[src/rtl/prog_page_buffer_if.sv]
// Handshake bundle between the JTAG deserializer, the page buffer and the SPI flash programmer.
// PROG_PAGE_CSUM_EN adds the CSUM_OK status line.
interface prog_page_buffer_if #(
  parameter int unsigned DEPTH_LOG2 = 8
);
  logic [2:0]          MODE;
  logic [7:0]          IN_DATA;
  logic                IN_VALID;
  logic [7:0]          DATA2;
  logic                NEW_DATA2;
  logic                READY;
  logic                DONE;
  logic [DEPTH_LOG2:0] FILL_CNT;
  logic                OVERFLOW;
  logic                UNDERFLOW;
`ifdef PROG_PAGE_CSUM_EN
  logic                CSUM_OK;

  modport master (
    output MODE, IN_DATA, IN_VALID, NEW_DATA2,
    input  DATA2, READY, DONE, FILL_CNT, OVERFLOW, UNDERFLOW, CSUM_OK
  );
  modport slave (
    input  MODE, IN_DATA, IN_VALID, NEW_DATA2,
    output DATA2, READY, DONE, FILL_CNT, OVERFLOW, UNDERFLOW, CSUM_OK
  );
`else
  modport master (
    output MODE, IN_DATA, IN_VALID, NEW_DATA2,
    input  DATA2, READY, DONE, FILL_CNT, OVERFLOW, UNDERFLOW
  );
  modport slave (
    input  MODE, IN_DATA, IN_VALID, NEW_DATA2,
    output DATA2, READY, DONE, FILL_CNT, OVERFLOW, UNDERFLOW
  );
`endif
endinterface

[src/rtl/prog_page_buffer.sv]
// Single-page byte buffer: fill one flash page from JTAG, then drain it to the SPI programmer.
// Optional PROG_PAGE_CSUM_EN adds XOR checksums of filled vs presented bytes on CSUM_OK.
module prog_page_buffer #(
  parameter int unsigned DEPTH_LOG2 = 8
) (
  input  logic                CLK,
  input  logic                RST_N,
  prog_page_buffer_if.slave   bus
);

  localparam int unsigned DEPTH = 1 << DEPTH_LOG2;
  localparam logic [DEPTH_LOG2:0] PAGE_FULL = (DEPTH_LOG2+1)'(DEPTH);
  localparam logic [DEPTH_LOG2:0] PTR_ONE   = (DEPTH_LOG2+1)'(1);

  typedef enum logic [2:0] {
    ST_IDLE,
    ST_FILL,
    ST_LOAD,
    ST_DRAIN,
    ST_END
  } state_t;

  state_t              state_q, state_d;
  logic [DEPTH_LOG2:0] wr_ptr_q, wr_ptr_d;
  logic [DEPTH_LOG2:0] rd_ptr_q, rd_ptr_d;
  logic [7:0]          data2_q, data2_d;
  logic                ready_q, ready_d;
  logic                done_q, done_d;
  logic                ovf_q, ovf_d;
  logic                unf_q, unf_d;
  logic                mem_we;
  logic [7:0]          mem_q [DEPTH];
  logic [7:0]          rd_byte;
  logic                mode_on;

  assign mode_on = (bus.MODE == 3'b110);
  assign rd_byte = mem_q[rd_ptr_q[DEPTH_LOG2-1:0]];

`ifdef PROG_PAGE_CSUM_EN
  logic [7:0] csum_in_q, csum_in_d;
  logic [7:0] csum_out_q, csum_out_d;
  logic       csum_ok_q, csum_ok_d;
`endif

  always_comb begin
    state_d  = state_q;
    wr_ptr_d = wr_ptr_q;
    rd_ptr_d = rd_ptr_q;
    data2_d  = data2_q;
    ready_d  = ready_q;
    done_d   = 1'b0;
    ovf_d    = ovf_q;
    unf_d    = unf_q;
    mem_we   = 1'b0;
`ifdef PROG_PAGE_CSUM_EN
    csum_in_d  = csum_in_q;
    csum_out_d = csum_out_q;
`endif
    if (!mode_on) begin
      // Leaving programming mode drops the session but keeps the sticky error flags.
      state_d  = ST_IDLE;
      wr_ptr_d = '0;
      rd_ptr_d = '0;
      data2_d  = '0;
      ready_d  = 1'b0;
`ifdef PROG_PAGE_CSUM_EN
      csum_in_d  = '0;
      csum_out_d = '0;
`endif
    end else begin
      case (state_q)
        ST_IDLE: begin
          state_d = ST_FILL;
          if (bus.NEW_DATA2) unf_d = 1'b1;
        end
        ST_FILL: begin
          if (bus.IN_VALID) begin
            mem_we   = 1'b1;
            wr_ptr_d = wr_ptr_q + PTR_ONE;
`ifdef PROG_PAGE_CSUM_EN
            csum_in_d = csum_in_q ^ bus.IN_DATA;
`endif
            if (wr_ptr_d == PAGE_FULL) state_d = ST_LOAD;
          end
          if (bus.NEW_DATA2) unf_d = 1'b1;
        end
        ST_LOAD: begin
          data2_d  = mem_q[0];
          rd_ptr_d = PTR_ONE;
          ready_d  = 1'b1;
          state_d  = ST_DRAIN;
`ifdef PROG_PAGE_CSUM_EN
          csum_out_d = csum_out_q ^ mem_q[0];
`endif
          if (bus.IN_VALID)  ovf_d = 1'b1;
          if (bus.NEW_DATA2) unf_d = 1'b1;
        end
        ST_DRAIN: begin
          if (bus.IN_VALID) ovf_d = 1'b1;
          if (bus.NEW_DATA2) begin
            if (rd_ptr_q != PAGE_FULL) begin
              data2_d  = rd_byte;
              rd_ptr_d = rd_ptr_q + PTR_ONE;
`ifdef PROG_PAGE_CSUM_EN
              csum_out_d = csum_out_q ^ rd_byte;
`endif
            end else begin
              done_d  = 1'b1;
              ready_d = 1'b0;
              state_d = ST_END;
            end
          end
        end
        ST_END: begin
          if (bus.IN_VALID)  ovf_d = 1'b1;
          if (bus.NEW_DATA2) unf_d = 1'b1;
        end
        default: state_d = ST_IDLE;
      endcase
    end
`ifdef PROG_PAGE_CSUM_EN
    csum_ok_d = (state_d == ST_END) && (csum_in_d == csum_out_d);
`endif
  end

  always_ff @(posedge CLK) begin
    if (!RST_N) begin
      state_q  <= ST_IDLE;
      wr_ptr_q <= '0;
      rd_ptr_q <= '0;
      data2_q  <= '0;
      ready_q  <= 1'b0;
      done_q   <= 1'b0;
      ovf_q    <= 1'b0;
      unf_q    <= 1'b0;
`ifdef PROG_PAGE_CSUM_EN
      csum_in_q  <= '0;
      csum_out_q <= '0;
      csum_ok_q  <= 1'b0;
`endif
    end else begin
      state_q  <= state_d;
      wr_ptr_q <= wr_ptr_d;
      rd_ptr_q <= rd_ptr_d;
      data2_q  <= data2_d;
      ready_q  <= ready_d;
      done_q   <= done_d;
      ovf_q    <= ovf_d;
      unf_q    <= unf_d;
`ifdef PROG_PAGE_CSUM_EN
      csum_in_q  <= csum_in_d;
      csum_out_q <= csum_out_d;
      csum_ok_q  <= csum_ok_d;
`endif
    end
  end

  // Page storage is never cleared; a stale page is simply overwritten by the next fill.
  always_ff @(posedge CLK) begin
    if (RST_N && mem_we) mem_q[wr_ptr_q[DEPTH_LOG2-1:0]] <= bus.IN_DATA;
  end

  assign bus.DATA2     = data2_q;
  assign bus.READY     = ready_q;
  assign bus.DONE      = done_q;
  assign bus.FILL_CNT  = wr_ptr_q;
  assign bus.OVERFLOW  = ovf_q;
  assign bus.UNDERFLOW = unf_q;
`ifdef PROG_PAGE_CSUM_EN
  assign bus.CSUM_OK   = csum_ok_q;
`endif

endmodule

[src/flat_wrapper.sv]
// flat-port wrapper written by rule: the top's interface ports become plain ports
module prog_page_buffer_flat 
#(
  parameter int unsigned DEPTH_LOG2 = 8
)
  (CLK, RST_N, bus_MODE, bus_IN_DATA, bus_IN_VALID, bus_NEW_DATA2, bus_DATA2, bus_READY, bus_DONE, bus_FILL_CNT, bus_OVERFLOW, bus_UNDERFLOW);
  prog_page_buffer_if #(.DEPTH_LOG2(DEPTH_LOG2)) bus_i ();
  input  logic CLK;
  input  logic RST_N;
  input wire logic [$bits(bus_i.MODE)-1:0] bus_MODE;
  input wire logic [$bits(bus_i.IN_DATA)-1:0] bus_IN_DATA;
  input wire logic [$bits(bus_i.IN_VALID)-1:0] bus_IN_VALID;
  input wire logic [$bits(bus_i.NEW_DATA2)-1:0] bus_NEW_DATA2;
  output wire logic [$bits(bus_i.DATA2)-1:0] bus_DATA2;
  output wire logic [$bits(bus_i.READY)-1:0] bus_READY;
  output wire logic [$bits(bus_i.DONE)-1:0] bus_DONE;
  output wire logic [$bits(bus_i.FILL_CNT)-1:0] bus_FILL_CNT;
  output wire logic [$bits(bus_i.OVERFLOW)-1:0] bus_OVERFLOW;
  output wire logic [$bits(bus_i.UNDERFLOW)-1:0] bus_UNDERFLOW;
  assign bus_i.MODE = bus_MODE;
  assign bus_i.IN_DATA = bus_IN_DATA;
  assign bus_i.IN_VALID = bus_IN_VALID;
  assign bus_i.NEW_DATA2 = bus_NEW_DATA2;
  assign bus_DATA2 = bus_i.DATA2;
  assign bus_READY = bus_i.READY;
  assign bus_DONE = bus_i.DONE;
  assign bus_FILL_CNT = bus_i.FILL_CNT;
  assign bus_OVERFLOW = bus_i.OVERFLOW;
  assign bus_UNDERFLOW = bus_i.UNDERFLOW;
  prog_page_buffer #(.DEPTH_LOG2(DEPTH_LOG2)) u_core (.CLK(CLK), .RST_N(RST_N), .bus(bus_i));
endmodule
[config.mk]
export PLATFORM = sky130hd
export DESIGN_NAME = prog_page_buffer_flat
export DESIGN_NICKNAME = d
export VERILOG_FILES = /design/src/rtl/prog_page_buffer_if.sv /design/src/rtl/prog_page_buffer.sv /design/src/flat_wrapper.sv
export SDC_FILE = /design/constraint.sdc
export NUM_CORES = 2
export LEC_CHECK = 0
export ABC_AREA = 1
export ABC_CLOCK_PERIOD_IN_PS = 3900
export CAP_MARGIN = 20
export CORE_AREA = 2 2 463 465
export CTS_BUF_LIST = sky130_fd_sc_hd__clkbuf_8
export CTS_CLUSTER_SIZE = 8
export DETAILED_ROUTE_END_ITERATION = 6
export DIE_AREA = 0 0 465 467
export MAX_ROUTING_LAYER = met4
export SLEW_MARGIN = 5
export SYNTH_ARGS = -nofsm -noshare
export SYNTH_HDL_FRONTEND = slang
export SYNTH_SLANG_ARGS = --single-unit
[constraint.sdc]
create_clock -name CLK -period 3.9 [get_ports CLK]
set_clock_uncertainty 0.2 [all_clocks]
set_input_delay 0.975 -clock CLK [delete_from_list [all_inputs] [get_ports CLK]]
set_output_delay 0.975 -clock CLK [all_outputs]
set_load 0.02 [all_outputs]
## Yosys cells after proc, flatten, opt, wreduce, memory -nomap -nowiden

Memory sizes are Yosys's and may differ from the RTL's. A register that Yosys moved wholly into a read port is not among the register bits.
Index checks and enable logic that the tools add are counted.

| word-level totals | value |
|---|---|
| bits in registers | 33 |
| latch bits | 0 |
| bits in writable memories | 2,048 |
| memory bits (read-only) | 0 |
| bits of input ports | 15 |
| output and inout port bits | 21 |
| word-level logic and storage cells | 59 |
| memories | 1 |

Memory list:

| name | words | width | rd ports | clocked after Yosys merged registers in | wr ports | RTL line | RTL |
|---|---|---|---|---|---|---|---|
| u_core.mem_q | 256 | 8 | 2 | 1 | 1 | prog_page_buffer.sv:32 | `logic [7:0] mem_q [DEPTH];` |

| cells by class | value |
|---|---|
| add/sub/neg operators | 2 |
| multipliers | 0 |
| div/mod/pow operators | 0 |
| $lt $le $gt $ge | 0 |
| equal/unequal tests | 12 |
| shift operators | 0 |
| mux-type cells | 22 |
| bitwise operators | 1 |
| reductions and logical operators | 13 |

Operators with widths:

| operator | number |
|---|---|
| 8-bit two-way mux | 4 |
| 9-bit by 1-bit adder with 9-bit output (second input constant) | 2 |
| 9-bit two-way mux | 2 |
| 9-bit one-hot mux with 2 select lines | 1 |
| 8-bit one-hot mux with 2 select lines | 1 |
| 3-bit one-hot mux with 5 select lines | 1 |
| 3-bit two-way mux | 4 |
| 3-bit AND reduction | 4 |
| 9-bit equality test (second input constant) | 1 |
| 9-bit inequality test (second input constant) | 1 |
| 1-bit two-way mux | 8 |
| 3-bit by 2-bit equality test with 1-bit output (second input constant) | 2 |
| 3-bit equality test (second input constant) | 2 |
| 2-bit inequality test (second input constant) | 3 |
| 5-bit AND reduction | 1 |
| 2-bit by 1-bit inequality test with 1-bit output (second input constant) | 2 |
| 2-bit AND reduction | 2 |
| 4-bit AND reduction | 1 |
| 4-bit OR reduction | 1 |
| 3-bit by 1-bit equality test with 1-bit output (second input constant) | 1 |
| 3-bit logical NOT | 1 |
| 3-bit OR reduction | 1 |
| 1-bit one-hot mux with 2 select lines | 1 |
| 2-bit nonzero test | 1 |
| 2 further kinds | 2 |

## Logic depth before layout (Yosys ltp)

| depth | value |
|---|---|
| depth in word-level cells | 6 |
| depth in mapped cells | 17 |
| mapped depth without buffers | 14 |

## Worst setup path before layout

OpenSTA, ideal clock, no wires.

| path | value |
|---|---|
| kind | input-to-reg |
| from | input bus_MODE[2] |
| to | memory u_core.mem_q[100][0] (enable) |
| setup time | 0.370 ns |
| arrival | 2.479 ns |
| required time | 3.330 ns |
| path slack | 0.851 ns |
| stages | 9 |
| buffers on the path | 1 |
| cells stage by stage | nand2_1 -> nor2_1 -> nand2_1 -> nor2_4 -> inv_2 -> nor3_4 -> nand2_1 -> buf_2 -> nor2_1 |

| between the ends | value |
|---|---|
| word-level cells in the longest chain between the ends | 5 |

RTL lines:

| what | RTL line | RTL |
|---|---|---|
| start, declared | flat_wrapper.sv:10 | `input wire logic [$bits(bus_i.MODE)-1:0] bus_MODE;` |
| 3-bit equality test | prog_page_buffer.sv:36 | `assign mode_on = (bus.MODE == 3'b110);` |
| 1-bit two-way mux | prog_page_buffer.sv:59 | `if (!mode_on) begin` |
| 1-bit logical AND | prog_page_buffer.sv:160 | `if (RST_N && mem_we) mem_q[wr_ptr_q[DEPTH_LOG2-1:0]] <= bus.IN_DATA;` |
| 1-bit two-way mux | prog_page_buffer.sv:160 |  |
| 1-bit two-way mux (not written as such) | prog_page_buffer.sv:160 |  |
| end, declared | prog_page_buffer.sv:32 |  |

No other way between the ends.

## Worst setup path in the final report

| path | value |
|---|---|
| from | register u_core.wr_ptr_q[2], in the netlist u_core.bus.FILL_CNT[2] |
| to | output bus_FILL_CNT[2] |

RTL lines:

| what | RTL line | RTL |
|---|---|---|
| start, declared | prog_page_buffer.sv:24 | `logic [DEPTH_LOG2:0] wr_ptr_q, wr_ptr_d;` |
| start signal, assigned | prog_page_buffer.sv:143 | `wr_ptr_q <= wr_ptr_d;` |
| end, declared | flat_wrapper.sv:17 | `output wire logic [$bits(bus_i.FILL_CNT)-1:0] bus_FILL_CNT;` |

No word-level cell between the ends.

==> flow_summary.toml <==
[routing]
wl_per_cell_um = 23.3
ant_nets = 0
drtPass1Iterations = 7
drc_errors = 8
vias = 57446
finalWirelength_um = 247000
drt-initial-drc-count = 6722
drt-vias-per-instance = 5.42

[setup_path]
crit_type = "flip-flop to output pin"
critical_path_required_ps = 2720
cp_max_fo = 10
cp-end-kind = "output pin"
crit_path_max_incr_delay_ps = 820
slowest_stage = "clkdlybuf4s50_1"
rr_worst_depth = 14
crit_family = "buffers and inverters"
worstPathCellList = "clkdlybuf4s50_1"
path_buf_inv = 1
cp.depth = 1
start_kind = "flip-flop"
r2r_setup_slack_ps = 390
worstPathArrival_ps = 2450

[timing]
period_minus_slack_ps = 3630
min_period_over_period_pct = 92.9
layout_setup_ws_ps = 275
whs_ps = 202
hold_violations = 0
drv_slew = 0
setup_viol_count_final = 0
worst-slew-pin-transition_ps = 1130
slew_headroom_pct = 24.3
rsz0062_at_grt = "false"
fmax_mhz = 276

[floorplan]
die_w_um = 465
row_count = 169
ios = 36
die_y_um = 467
core_area_sq_um = 212000
start_util_pct = 39.9
die_area_sq_um = 217000

[global_route]
grt_overflow = 0
grt_max_degree = 146
met3_usage_pct = 3.97
grt_pass1_wl_um = 359000
grt_pass1_vias = 56490
grtUsageMet1_pct = 29.2
track_usage_pct = 22.9
use_met2_pct = 36.4
antenna_found_initial = 7
grt.busiest_layer = "met2"

[yosys]
yosysTopAreaCellShare_pct = 72.8
ys.flop_type = "edfxtp_1"
synth_top_cell_by_area = "edfxtp_1"
yosys_register_bits = 2089
yosysWarningCount = 0
synth-edff-count = 2048
synthArstFlopShare_pct = 0
synth_cell_types = 27
synthTopCellsByArea = "edfxtp_1 (73%), nand3_1 (12%), nand2_1 (9.5%)"
synth-seq-area-share_pct = 73.8
syn_inst = 7198
synthesis.nets = 7219
synth_area_sq_um = 84500
syn_avg_cell_area_sq_um = 11.7

[clock_network]
clk_path_buf_depth = 4
clkLatencyLatePin_ps = 1060
htree_levels = 5
clk_pin_slew_ps = 60
cts_tree = "yes"
cts_buffers = 352
ctsResizeCount = 0
post_cts_buffers = 0
ctsHoldBuffers = 1
numClockSinks = 2089
cts-root-buf = "clkbuf_8"

[hold_path]
whs_path_depth = 1
hold_path.class = "input pin to flip-flop"

[layout]
syn_to_final_growth_pct = 14.6
drive_gt1_share_pct = 11.4
layout.nets = 7566

[power_and_ir_drop]
p_leak_nw = 34.1
power.density_nw_per_um2 = 439
peakVddDrop_mv = 0.223

[job]
maxCapViolCount = 0

[placed_design]
gp_congestion = 0.902
hpwlAfterDp_um = 147000
numPortBuffers = 35
pre_cts_ws_ps = -220

[status]
status = "finished, violations left"
violations = "design-rule violations"
-- cells in the mapped netlist (all sizes together), types with 2 or more instances --
cell type	instances
nand3	2041
nor4	4
edfxtp	2048
nor2	297
a31oi	2
a21oi	26
xor2	7
nand2	2142
inv	59
nor3	14
clkbuf	264
o21ai	14
ha	6
buf	227
o21a	2
dfxtp	41
-- power by group --
part	switching, mW	leakage, nW	internal [mW]
combinational	0.532	11.8	0.0939
clock	8.43	3.55	8.82
sequential	0.000826	18.7	24.6
-- layer usage --
metal,vias to the layer above,share of wire [%]
li1,26245,-
met1,28071,40
met2,2680,47
met3,450,8.4
met4,0,3.9
met5,-,0
-- kinds of logic (layout without fill, tap and decap cells) --
| group | Yosys count | count (layout) | synth area share (%) |
|---|---|---|---|
| adders and majority gates | 6 | 6 | 0.0889 |
| and+or+nand+nor | 4500 | 4500 | 23.1 |
| other | 0 | 1 | 0 |
| buffers and inverters | 550 | 1127 | 2.68 |
| xor gates and xnor gates | 7 | 7 | 0.0726 |
| DFF | 2089 | 2089 | 73.8 |
| AOI/OAI and AO/OA | 46 | 46 | 0.290 |
-- layout make-up --
class | count | area [sq um]
antenna | 1 | 2.50
clock buffer | 372 | 5120
clock inverter | 212 | 890
timing repair buffer | 484 | 4710
fill | 19055 | 115000
inverter | 59 | 246
sequential | 2089 | 62300
tap | 2821 | 3530
multi-input combinational | 4559 | 20000
-- state kept, by name, indices dropped and copies added (netlist names), named ones only --
register and count:
u_core.mem_q 2048, u_core.rd_ptr_q 9, u_core.state_q 3, u_core.bus.READY 1, u_core.bus.DATA2 8, u_core.bus.UNDERFLOW 1, u_core.bus.DONE 1, u_core.bus.FILL_CNT 9
u_core.bus.OVERFLOW 1
-- worst register-to-register path: stages (launching register included) --
cell and delay [ps]:
dfxtp_4 570, buf_4 320, buf_12 310, nand2_1 160, nand3_1 100, nand3_1 140
nand3_1 170, nand3_1 180, nand3_1 270, nand3_1 200, nand2_1 320, nand2_1 90
nand3_1 120, nand2_1 170, a21oi_1 160
-- cells in the final DEF (no fill, tap or decap), drive strengths merged --
cell type      Yosys  final
a211oi             1      1
a21oi             26     26
a31oi              2      2
buf              227    456
bufinv             0      2
clkbuf           264    372
clkdlybuf4s50      0     27
clkinv             0     77
clkinvlp           0      3
dfxtp             41     41
diode              0      1
dlygate4sd3        0      1
edfxtp          2048   2048
ha                 6      6
inv               59    189
nand2           2142   2142
nand3           2041   2041
nand4              1      1
nor2             297    297
nor3              14     14
nor3b              1      1
nor4               4      4
o21a               2      2
o21ai             14     14
o311a              1      1
xor2               7      7
-- stage by stage --
step                cell area (sq um)  utilization, %  power (mW)  cells  TNS [ps]
floorplan                       84500               -        25.1   7198         0
global placement                90800            42.9        25.7  10011    -27660
detailed placement              90800            42.9        25.7  10011    -51490
CTS                             96800            45.7        42.8  10596         0
global route                    96800            45.7        43.8  10597         0
finish                          96800            45.7        42.5  10597         0
-- final timing paths --
| path | from | end |
|---|---|---|
| setup / recovery | u_core.bus.FILL_CNT[2] | bus_FILL_CNT[2] |
| setup reg to reg | flip-flop | u_core.bus.DATA2[3] |
| hold / removal | bus_IN_DATA[1] | u_core.mem_q[153][1] |
| hold reg to reg | u_core.rd_ptr_q[2] | flip-flop |
Note: power is estimated with default switching activity, not from simulation.
